[src/rtl/tmrx_mix_pipe_pkg.sv]
// Shared definitions for the tmrx_mix_pipe test design.
// Holds the mode encoding and the default parameter values.
package tmrx_mix_pipe_pkg;

    typedef enum logic {
        MODE_ACC = 1'b0,
        MODE_BYP = 1'b1
    } mix_mode_e;

    localparam int DEF_WIDTH  = 8;
    localparam int DEF_STAGES = 3;
    localparam int DEF_CNT_W  = 16;

endpackage

[src/rtl/tmrx_mix_stage.sv]
// One accumulate-and-mix stage: XOR-accumulates masked input beats, or
// passes them through untouched in bypass mode while the accumulator holds.
module tmrx_mix_stage
    import tmrx_mix_pipe_pkg::*;
#(
    parameter int WIDTH = DEF_WIDTH
) (
    input  logic             clk_i,
    input  logic             rst_ni,
    input  logic             adv_i,
    input  logic             clear_i,
    input  logic             mode_i,
    input  logic [WIDTH-1:0] key_i,
    input  logic             v_i,
    input  logic [WIDTH-1:0] d_i,
    output logic             v_o,
    output logic [WIDTH-1:0] d_o,
    (* tmrx_error_sink *)
    output logic             err_o
);

    logic             r_v;
    logic [WIDTH-1:0] r_d;
    logic [WIDTH-1:0] r_acc;

    logic             w_take;
    logic             w_byp;
    logic [WIDTH-1:0] w_acc_old;
    logic [WIDTH-1:0] w_mix;

    assign w_take    = adv_i & v_i;
    assign w_byp     = (mix_mode_e'(mode_i) == MODE_BYP);
    // A beat arriving on a clear edge mixes against a zeroed accumulator.
    assign w_acc_old = clear_i ? '0 : r_acc;
    assign w_mix     = w_acc_old ^ (d_i & key_i);

    always_ff @(posedge clk_i or negedge rst_ni) begin
        if (!rst_ni) begin
            r_v   <= 1'b0;
            r_d   <= '0;
            r_acc <= '0;
        end else begin
            if (adv_i) begin
                r_v <= v_i;
            end
            if (w_take) begin
                r_d <= w_byp ? d_i : w_mix;
            end
            if (w_take && !w_byp) begin
                r_acc <= w_mix;
            end else if (clear_i) begin
                r_acc <= '0;
            end
        end
    end

    assign v_o   = r_v;
    assign d_o   = r_d;
    assign err_o = 1'b0;

endmodule

[src/rtl/tmrx_mix_pipe.sv]
// STAGES-deep mix pipeline with a single global advance (valid/ready),
// a saturating output beat counter and an OR-collected error sink.
module tmrx_mix_pipe
    import tmrx_mix_pipe_pkg::*;
#(
    parameter int WIDTH  = DEF_WIDTH,
    parameter int STAGES = DEF_STAGES,
    parameter int CNT_W  = DEF_CNT_W
) (
    input  logic             clk_i,
    input  logic             rst_ni,
    input  logic             clear_i,
    input  logic             mode_i,
    input  logic [WIDTH-1:0] key_i,
    input  logic             in_valid_i,
    output logic             in_ready_o,
    input  logic [WIDTH-1:0] in_data_i,
    output logic             out_valid_o,
    input  logic             out_ready_i,
    output logic [WIDTH-1:0] out_data_o,
    output logic [CNT_W-1:0] beat_cnt_o,
    (* tmrx_error_sink *)
    output logic             err_o
);

    logic             w_adv;
    logic             w_hs;
    logic [STAGES:0]  w_v;
    logic [WIDTH-1:0] w_d [STAGES+1];
    logic [STAGES-1:0] w_err;
    logic [CNT_W-1:0] r_cnt;

    assign w_v[0] = in_valid_i;
    assign w_d[0] = in_data_i;

    assign out_valid_o = w_v[STAGES];
    assign out_data_o  = w_d[STAGES];

    // The whole pipe moves together whenever the last slot can drain.
    assign w_adv      = out_ready_i | ~out_valid_o;
    assign in_ready_o = w_adv;

    for (genvar k = 0; k < STAGES; k++) begin : g_stage
        tmrx_mix_stage #(
            .WIDTH (WIDTH)
        ) u_stage (
            .clk_i   (clk_i),
            .rst_ni  (rst_ni),
            .adv_i   (w_adv),
            .clear_i (clear_i),
            .mode_i  (mode_i),
            .key_i   (key_i),
            .v_i     (w_v[k]),
            .d_i     (w_d[k]),
            .v_o     (w_v[k+1]),
            .d_o     (w_d[k+1]),
            .err_o   (w_err[k])
        );
    end

    assign w_hs = out_valid_o & out_ready_i;

    always_ff @(posedge clk_i or negedge rst_ni) begin
        if (!rst_ni) begin
            r_cnt <= '0;
        end else if (clear_i) begin
            r_cnt <= '0;
        end else if (w_hs && (r_cnt != '1)) begin
            r_cnt <= r_cnt + CNT_W'(1);
        end
    end

    assign beat_cnt_o = r_cnt;
    assign err_o      = |w_err;

endmodule

[config.mk]
export PLATFORM = sky130hd
export DESIGN_NAME = tmrx_mix_pipe
export DESIGN_NICKNAME = d
export VERILOG_FILES = /design/src/rtl/tmrx_mix_pipe_pkg.sv /design/src/rtl/tmrx_mix_stage.sv /design/src/rtl/tmrx_mix_pipe.sv
export SDC_FILE = /design/constraint.sdc
export NUM_CORES = 1
export LEC_CHECK = 0
export ABC_AREA = 1
export BUFFER_PORTS_ARGS = -buffer_cell sky130_fd_sc_hd__buf_4
export CAP_MARGIN = 25
export CORE_ASPECT_RATIO = 0.6
export CORE_MARGIN = 10
export CORE_UTILIZATION = 56
export DETAILED_ROUTE_END_ITERATION = 8
export GPL_TIMING_DRIVEN = 0
export PLACE_DENSITY = 0.78
export SLEW_MARGIN = 30
export SYNTH_ARGS = -nofsm -noshare
export SYNTH_HDL_FRONTEND = slang
export SYNTH_SLANG_ARGS = --single-unit
[constraint.sdc]
create_clock -name clk_i -period 1.69 [get_ports clk_i]
set_clock_uncertainty 0.15 [all_clocks]
set_input_delay 0.338 -clock clk_i [delete_from_list [all_inputs] [get_ports clk_i]]
set_output_delay 0.338 -clock clk_i [all_outputs]
set_load 0.05 [all_outputs]
Word level (Yosys, flattened, before mapping)

Index checks and enable logic that the tools add are counted.

Output and inout port bits: 27
Flip-flop bits (word level): 67
Input port bits: 22
Word-level logic and storage cells: 41

Add/sub/neg operators: 1
Reduce and logical (&&, ||, !) cells: 6
Equality and inequality tests: 1
Multiplexer cells: 11
Bitwise gates (word level): 12

Operator list:

| cell                                           | count |
|---|---|
| 2-to-1 mux 8 bit                               | 9 |
| 2-to-1 mux 16 bit                              | 2 |
| AND 8 bit                                      | 3 |
| XOR 8 bit                                      | 3 |
| adder 16 x 1 -> 16 bit (second input constant) | 1 |
| inequality test 16 bit (second input constant) | 1 |
| AND 1 bit                                      | 4 |
| logical AND 1 bit                              | 4 |
| nonzero test 2 bit                             | 1 |
| logical NOT 1 bit                              | 1 |
| inverter 1 bit                                 | 1 |
| bitwise OR 1 bit                               | 1 |

Logic depth before layout (Yosys ltp)

Gate-level depths: netlist of run 1.

Word-level depth: 5
Mapped depth: 9
Depth with buffers taken out: 9

Modules after synthesis

Synthesis of run 1 repeated with hierarchy kept, for this count alone.

Cell total of the unflattened synthesis: 627
Area, all modules: 4011.3 µm²

Modules (own cells, without submodules):

| module         | cells each | area each (µm²) | sequential area each (µm²) | times used |
|---|---|---|---|---|
| tmrx_mix_stage | 156        | 980.9           | 425.4                      | 3 |
| tmrx_mix_pipe  | 159        | 1068.5          | 400.4                      | 1 |

Worst setup path before layout of run 1

No wires, ideal clock.

Path type: register to register
From: register r_cnt[1] (netlist: beat_cnt_o[1])
To: register r_cnt[2] (netlist: beat_cnt_o[2])
Slack: -0.207 ns
Cell stages (with the launch flop): 10
Path buffers: 0
Data required time: 1.474 ns
Arrival time: 1.681 ns
Library setup time: 0.066 ns
Clock period less this slack: 1.897 ns
Cells stage by stage: dfrtp_1 ha_1 nand2_1 nor2_2 nand2_2 nor2_4 nor2_4 nor2_8 nand2_1 nand2_1

Cells in the longest elaborated chain, start to end: 3
Elaborated cells between the ends (all ways): 6
Classes of those cells: add/sub (1); eq/ne (1); mux (2); reduce/logical (2)

Ends and longest elaborated chain:

| element                                                          | RTL line                                 | source |
|---|---|---|
| start: declaration                                               | tmrx_mix_pipe.sv:31                      | `logic [CNT_W-1:0] r_cnt;` |
| start signal: assignment                                         | tmrx_mix_pipe.sv:69                      | `r_cnt <= r_cnt + CNT_W'(1);` |
| adder 16 x 1 -> 16 bit or inequality test 16 bit (tied branches) | tmrx_mix_pipe.sv:69, tmrx_mix_pipe.sv:68 |  |
| 2-to-1 mux 16 bit or logical AND 1 bit (tied branches)           | tmrx_mix_pipe.sv:68                      | `end else if (w_hs && (r_cnt != '1)) begin` |
| 2-to-1 mux 16 bit or nonzero test 2 bit (tied branches)          | n/a                                      |  |

Parallel ways exist; a longest one is shown, timed or not. The select of a mux whose other input is x is not followed.
A chain may end at the register's enable or synchronous reset.

Final worst setup path of run 1

From: register g_stage[2].u_stage.r_v
To: output in_ready_o

Cells in the longest elaborated chain, start to end: 2

Ends and longest elaborated chain:

| element                  | RTL line             | source |
|---|---|---|
| start: declaration       | tmrx_mix_stage.sv:22 | `logic r_v;` |
| start signal: assignment | tmrx_mix_stage.sv:44 | `r_v <= v_i;` |
| inverter 1 bit           | tmrx_mix_pipe.sv:40  | `assign w_adv = out_ready_i \| ~out_valid_o;` |
| bitwise OR 1 bit         | tmrx_mix_pipe.sv:40  |  |
| end: declaration         | tmrx_mix_pipe.sv:16  | `output logic in_ready_o,` |

Every way passes these cells.

==> results_dict.tcl, run 1 <==
set metrics [dict create \
    start_util_pct 58.2 \
    nFillCells 471 \
    power.leakage_nw 2.06 \
    hold_class "in2reg" \
    placed_cells 545 \
    worstPathArrival_ns 1.29 \
    rows 22 \
    yosysSeqAreaShare_pct 46.8 \
    syn_avg_cell_area_sq_um 8.66 \
    grt_max_degree 68 \
    r2r_end "beat_cnt_o[9]" \
    crit_type "reg2out" \
    cts_buffers 9 \
    viasPerCell 5.54 \
    setup_ws_ns -0.0868 \
    gp_congestion 0.964 \
    synth_simple_gate_area_share_pct 26.1 \
    crit_end "in_ready_o" \
    synth_mux_area_share_pct 0 \
    ant_nets 0 \
    dr.first_iter.drc_count 284 \
    tightestPinTransition_ns 0.859 \
    hold_viol 0 \
    fp.dieW_um 123 \
    nets 512 \
    fin_crit_sh_pct 105 \
    violations "setup timing" \
    boundaryPins 49 \
    die-area_sq_um 10100 \
    outcome "complete, but fails checks" \
    clockBufferDepth 2 \
    r2r-start "beat_cnt_o[1]" \
    cts.sinks 67 \
    die_h_um 82.0 \
    antenna_cells 0 \
    ir_worst_vdd_v 0.000673 \
    drv_slew 0 \
    synth-xor-area-share_pct 7.57 \
    antenna_found_initial 0 \
    rsz0062_at_grt "yes" \
    synth_top_family_by_area "simple AND/OR/NAND/NOR gates" \
    slew_headroom_pct 42.7 \
    grt_pass1_wl_um 15100 \
    place_ws_ns -0.107 \
    gr-usage-all-layers_pct 19.3 \
    syn-cell-area_sq_um 3590 \
    clk_latency_ns 0.34 \
    startpoint "g_stage[2].u_stage.v_o" \
    worstRegToRegCells 8 \
    stdcell_count 578 \
    drive_gt1_share_pct 28.1 \
    synthAdderAreaFrac_pct 0.349 \
    portBuffers 47 \
    fmax_mhz 563 \
    path_clk_slew_ns 0.08 \
    hold_depth 3 \
    core_sq_um 6170 \
    cts_max_level 3 \
    maxCapViolations 0 \
    regToRegSetupSlack_ns 0.06 \
    synthesis.instances 414 \
    cp_max_fo 6 \
    drt-pass1-iter-count 5 \
    drc_errors 0 \
    tritoncts "built" \
    grt_overflow 0 \
    post-route-min-period_ns 1.78 \
    fin_tns_setup_ns -0.0868 \
    grt_pass1_vias 2987 \
    powerDensity_nw_per_um2 1190 \
    hpwl_um 6650 \
    endpoint_kind "primary output" \
    syn2layout_area_growth_pct 24.9 \
    wl_per_cell_um 16.9 \
    synth_compound_area_share_pct 11.8 \
    ys_ff_latch 67 \
    yosysUniqueCellTypes 31 \
    syn-num-nets 437 \
    drt-total-wl_um 9750 \
    finalSetupViolCount 1 \
    worstPathRequired_ns 1.20 \
    worstSetupStartpointType "flip-flop" \
    cts-root-buf "clkbuf_8" \
    yosys_warnings 0 \
    vias 3202 \
]
## cells in the final DEF (no fill, tap or decap), drive strengths merged
cell and instances:
nand2 129, buf 74, dfrtp 67, o21ai 43, inv 39, nand3 34
xor2 31, nor2 26, o211ai 16, clkbuf 14, o221ai 8, nand3b 2
nand4 2, bufinv 2, clkinv 2, nor3 1, o21bai 1, ha 1
conb 1, dlygate4sd3 1
## synthesized netlist by cell type
cell type | count | area, sq um
nand2_1 | 118 | 443
nand3b_1 | 2 | 15.0
nand2_2 | 10 | 62.6
nor2_4 | 5 | 56.3
o21ai_1 | 9 | 45.0
o21ai_2 | 1 | 8.76
nand3_4 | 1 | 17.5
inv_6 | 1 | 8.76
nor2_2 | 4 | 25.0
conb_1 | 1 | 3.75
dfrtp_1 | 67 | 1680
nand4_1 | 2 | 12.5
buf_2 | 1 | 5.00
nand3_1 | 32 | 160
o211ai_2 | 1 | 12.5
ha_1 | 1 | 12.5
buf_4 | 5 | 37.5
nor3_4 | 1 | 16.3
nand3_2 | 1 | 10.0
clkbuf_1 | 1 | 3.75
o211ai_1 | 15 | 113
inv_2 | 4 | 15.0
buf_6 | 6 | 67.6
o21bai_1 | 1 | 7.51
o221ai_1 | 8 | 70.1
xor2_1 | 31 | 272
nand2_8 | 1 | 20.0
o21ai_0 | 33 | 165
nor2_8 | 2 | 40.0
inv_1 | 34 | 128
nor2_1 | 15 | 56.3
## flip-flops by register name, indices dropped and copies added, names as in the netlist
signal,count
beat_cnt_o,16
g_stage.u_stage.d_o,24
g_stage.u_stage.r_acc,24
g_stage.u_stage.v_o,3
## layout make-up
type / instances / area [sq um] / area share [%]
buffer: 13 / 123 / 2.74
clock buffer: 12 / 145 / 3.24
clock inverter: 4 / 73.8 / 1.65
inverter: 39 / 154 / 3.44
multi-input combinational: 295 / 1700 / 37.9
sequential: 67 / 1690 / 37.8
tap: 84 / 105 / 2.35
timing repair buffer: 64 / 490 / 10.9
## through the flow
step / util, % / hold WS (ns) / area, sq um / total power [mW]
6_report: 72.6 / 0.113 / 4480 / 5.35
4_1_cts: 70.3 / 0.113 / 4340 / 5.24
5_1_grt: 72.6 / 0.112 / 4480 / 5.60
3_5_place_dp: 66.0 / 0.351 / 4070 / 3.73
2_1_floorplan: - / -0.108 / 3610 / 3.20
3_3_place_gp: 66.0 / 0.354 / 4070 / 3.67
## kinds of logic (layout without fill, tap and decap cells)
group | after synthesis | count (layout)
simple gates | 194 | 194
compound gates | 68 | 68
flops | 67 | 67
buf+inv | 52 | 132
xor+xnor | 31 | 31
fa+ha+maj | 1 | 1
other cells | 1 | 1
## what timing repair did
action	CTS	global route
gates resized for setup	6	14
endpoints found under the hold margin	59	0
endpoints found under the setup margin	14	33
buffers inserted	2	13
pin swaps	1	7
hold buffers	1	0
cloned	0	1
## critical path, cell delays in order (launching register included)
cell     delay (ns)
dfrtp_2        0.39
inv_2          0.05
nor2_4         0.16
buf_12         0.15
inv_8          0.05
buf_8          0.14
## worst min path at each step
stage | start | end | slack (ns)
floorplan | rst_ni | beat_cnt_o[0] | -0.11
global placement | rst_ni | g_stage[1].u_stage.r_acc[7] | 0.35
detailed placement | rst_ni | g_stage[2].u_stage.r_acc[7] | 0.35
CTS | in_data_i[6] | g_stage[0].u_stage.d_o[6] | 0.11
global route | in_data_i[6] | g_stage[0].u_stage.d_o[6] | 0.11
finish | in_data_i[6] | g_stage[0].u_stage.d_o[6] | 0.11
## power by group
part | total, mW | internal, mW | switching [mW]
registers | 2.06 | 1.90 | 0.161
clock network | 1.48 | 0.873 | 0.610
logic | 1.80 | 0.634 | 1.17
## routing by layer
layer | share of wire, % | up-vias | global-route usage [%]
met5 | 0 | - | 0
met4 | 1.0 | 0 | 5.67
met3 | 8.2 | 11 | 6.10
met2 | 45 | 117 | 28.7
met1 | 46 | 1560 | 26.5
li1 | - | 1514 | -
Power figures use the tool's default switching activity.
==> run 2, diff against run 1 <==
Settings changed: SKIP_CTS_REPAIR_TIMING set to 1.
==> run 2 against run 1 <==
  * The run ends with hold timing, setup timing left
  * Non-clock buffer count down 4
  * Critical endpoint unchanged
  * Sequential cell count unchanged
  * Die area unchanged
  * Register-to-register slack about the same
  * Clock power about the same
  * Critical path depth unchanged
  * Cell count down 0.69%
  * Clock-buffer cell count unchanged
  * Critical path type unchanged
  * Setup slack better by 0.026 ns
  * Largest power group unchanged
==> results_dict.tcl, run 2 (synthesis gave the netlist of run 1 again) <==
set metrics [dict create \
    internal_power_mw 3.38 \
    drc_errors 0 \
    post-route-min-period_ns 1.75 \
    rsz0062_at_grt "yes" \
    placed_area_sq_um 4070 \
    cts-root-buf "clkbuf_8" \
    multiInputGateArea_sq_um 1680 \
    place_ws_ns -0.107 \
    cp_max_fo 6 \
    final_cell_area_sq_um 4430 \
    final_common_cell "nand2_1" \
    p_comb_share_pct 33.4 \
    vias 3192 \
    grt_overflow 0 \
    endpoint_kind "primary output" \
    fin_util_pct 71.8 \
    setup_ws_ns -0.0609 \
    worstPathArrival_ns 1.26 \
    hold_viol 67 \
    worstSetupStartpointType "flip-flop" \
    fp.dieW_um 123 \
    wl_per_cell_um 17.0 \
    die-area_sq_um 10100 \
    critPathMaxStageDelay_ns 0.38 \
    p_seq_share_pct 38.7 \
    die_h_um 82.0 \
    ir_worst_vdd_v 0.000676 \
    drive_gt1_share_pct 27.6 \
    grt_pass1_wl_um 15000 \
    drt-pass1-iter-count 5 \
    grt_pass1_vias 2971 \
    start_util_pct 58.2 \
    crit_family "buffers and inverters" \
    portBuffers 47 \
    clockPowerShare_pct 27.9 \
    maxCapViolations 0 \
    cts_buffers 9 \
    core_sq_um 6170 \
    worstPathRequired_ns 1.20 \
    critical_path_buf_inv_count 4 \
    drv_slew 0 \
    antenna_found_initial 0 \
    switching_share_pct 36.3 \
    final_cell_mix "nand2_1 (117), buf_4 (63), dfrtp_1 (55)" \
    tightestPinTransition_ns 0.846 \
    cts.sinks 67 \
    power.switching_mw 1.93 \
    outcome "complete, but fails checks" \
    slew_headroom_pct 43.6 \
    path_clk_slew_ns 0.07 \
    clockBufferDepth 2 \
    powerDensity_nw_per_um2 1200 \
    nets 508 \
    hpwl_um 6650 \
    viasPerCell 5.56 \
    hold_class "in2async" \
    fmax_mhz 571 \
    rows 22 \
    antenna_cells 0 \
    power.leakage_nw 2.02 \
    fin_crit_sh_pct 104 \
    crit_type "reg2out" \
    nFillCells 486 \
    drt-total-wl_um 9770 \
    ant_nets 0 \
    path_cells "inv_2 > nor2_4 > buf_8 > inv_8 > buf_8" \
    tritoncts "built" \
    violations "hold timing, setup timing" \
    gp_congestion 0.964 \
    boundaryPins 49 \
    cts_max_level 3 \
    dr.first_iter.drc_count 320 \
    holdWs_ns -0.0567 \
    grt_max_degree 68 \
    crit_path_frequent_cell "buf_8" \
    syn2layout_area_growth_pct 23.4 \
    finalSetupViolCount 1 \
    gr-usage-all-layers_pct 19.1 \
    clk_latency_ns 0.34 \
    cpMaxStageDelayCell "dfrtp_2" \
    regArea_sq_um 1690 \
]
-- run 2: final timing paths --
check                                     startpoint                         to  slack [ns]  cells past startpoint
setup / recovery              g_stage[2].u_stage.v_o                 in_ready_o       -0.06                      5
hold / removal                                rst_ni  g_stage[1].u_stage.d_o[7]       -0.06                      1
setup reg to reg                       beat_cnt_o[0]              beat_cnt_o[1]        0.06                      9
hold reg to reg            g_stage[2].u_stage.d_o[1]  g_stage[2].u_stage.d_o[1]        0.39                      2
max in group asynchronous                     rst_ni              beat_cnt_o[8]        0.83                      1
min in group clk_i                      in_data_i[6]  g_stage[0].u_stage.d_o[6]        0.12                      3
-- run 2: per-layer routing --
| metal | track usage, % | part of all wire, % | vias up |
|---|---|---|---|
| met4 | 5.56 | 1.0 | 0 |
| met2 | 28.4 | 45 | 127 |
| met3 | 6.10 | 7.7 | 13 |
| met1 | 26.1 | 46 | 1562 |
| li1 | - | - | 1490 |
| met5 | 0 | 0 | - |
-- run 2: through the flow --
step	total power [mW]	cells	TNS [ns]	hold WS, ns
4_1_cts	5.19	561	-1.03	-0.0213
6_report	5.31	574	-0.0609	-0.0567
3_3_place_gp	3.67	545	-0.322	0.354
2_1_floorplan	3.20	414	0	-0.108
5_1_grt	5.57	574	-0.226	0.0145
3_5_place_dp	3.73	545	-0.642	0.351
-- run 2: area by class of cell --
cell class              count  area share (%)
flip-flops and latches     67            38.2
well taps                  84            2.37
clock inverters             4            1.67
inverters                  39            3.48
clock buffers              12            3.28
repair buffers             60            10.3
plain buffers              13            2.74
multi-input cells         295            37.9
-- run 2: power groups by stage --
stage	registers [mW]	clock network [mW]	logic, mW
3_3_place_gp	2.07	0	1.60
3_5_place_dp	2.09	0	1.64
4_1_cts	2.06	1.49	1.65
6_report	2.06	1.48	1.77
5_1_grt	2.10	1.56	1.91
2_1_floorplan	2.41	0	0.787
-- run 2: worst reg2reg max path: stages, from the launching register on --
cell and delay [ns]:
dfrtp_2 0.45, ha_4 0.19, nand2_2 0.09, nor2_4 0.06, nand2_2 0.10, nor2_4 0.05, nor2_4 0.27, nor2_8 0.06
nand2_1 0.07, nand2_1 0.04
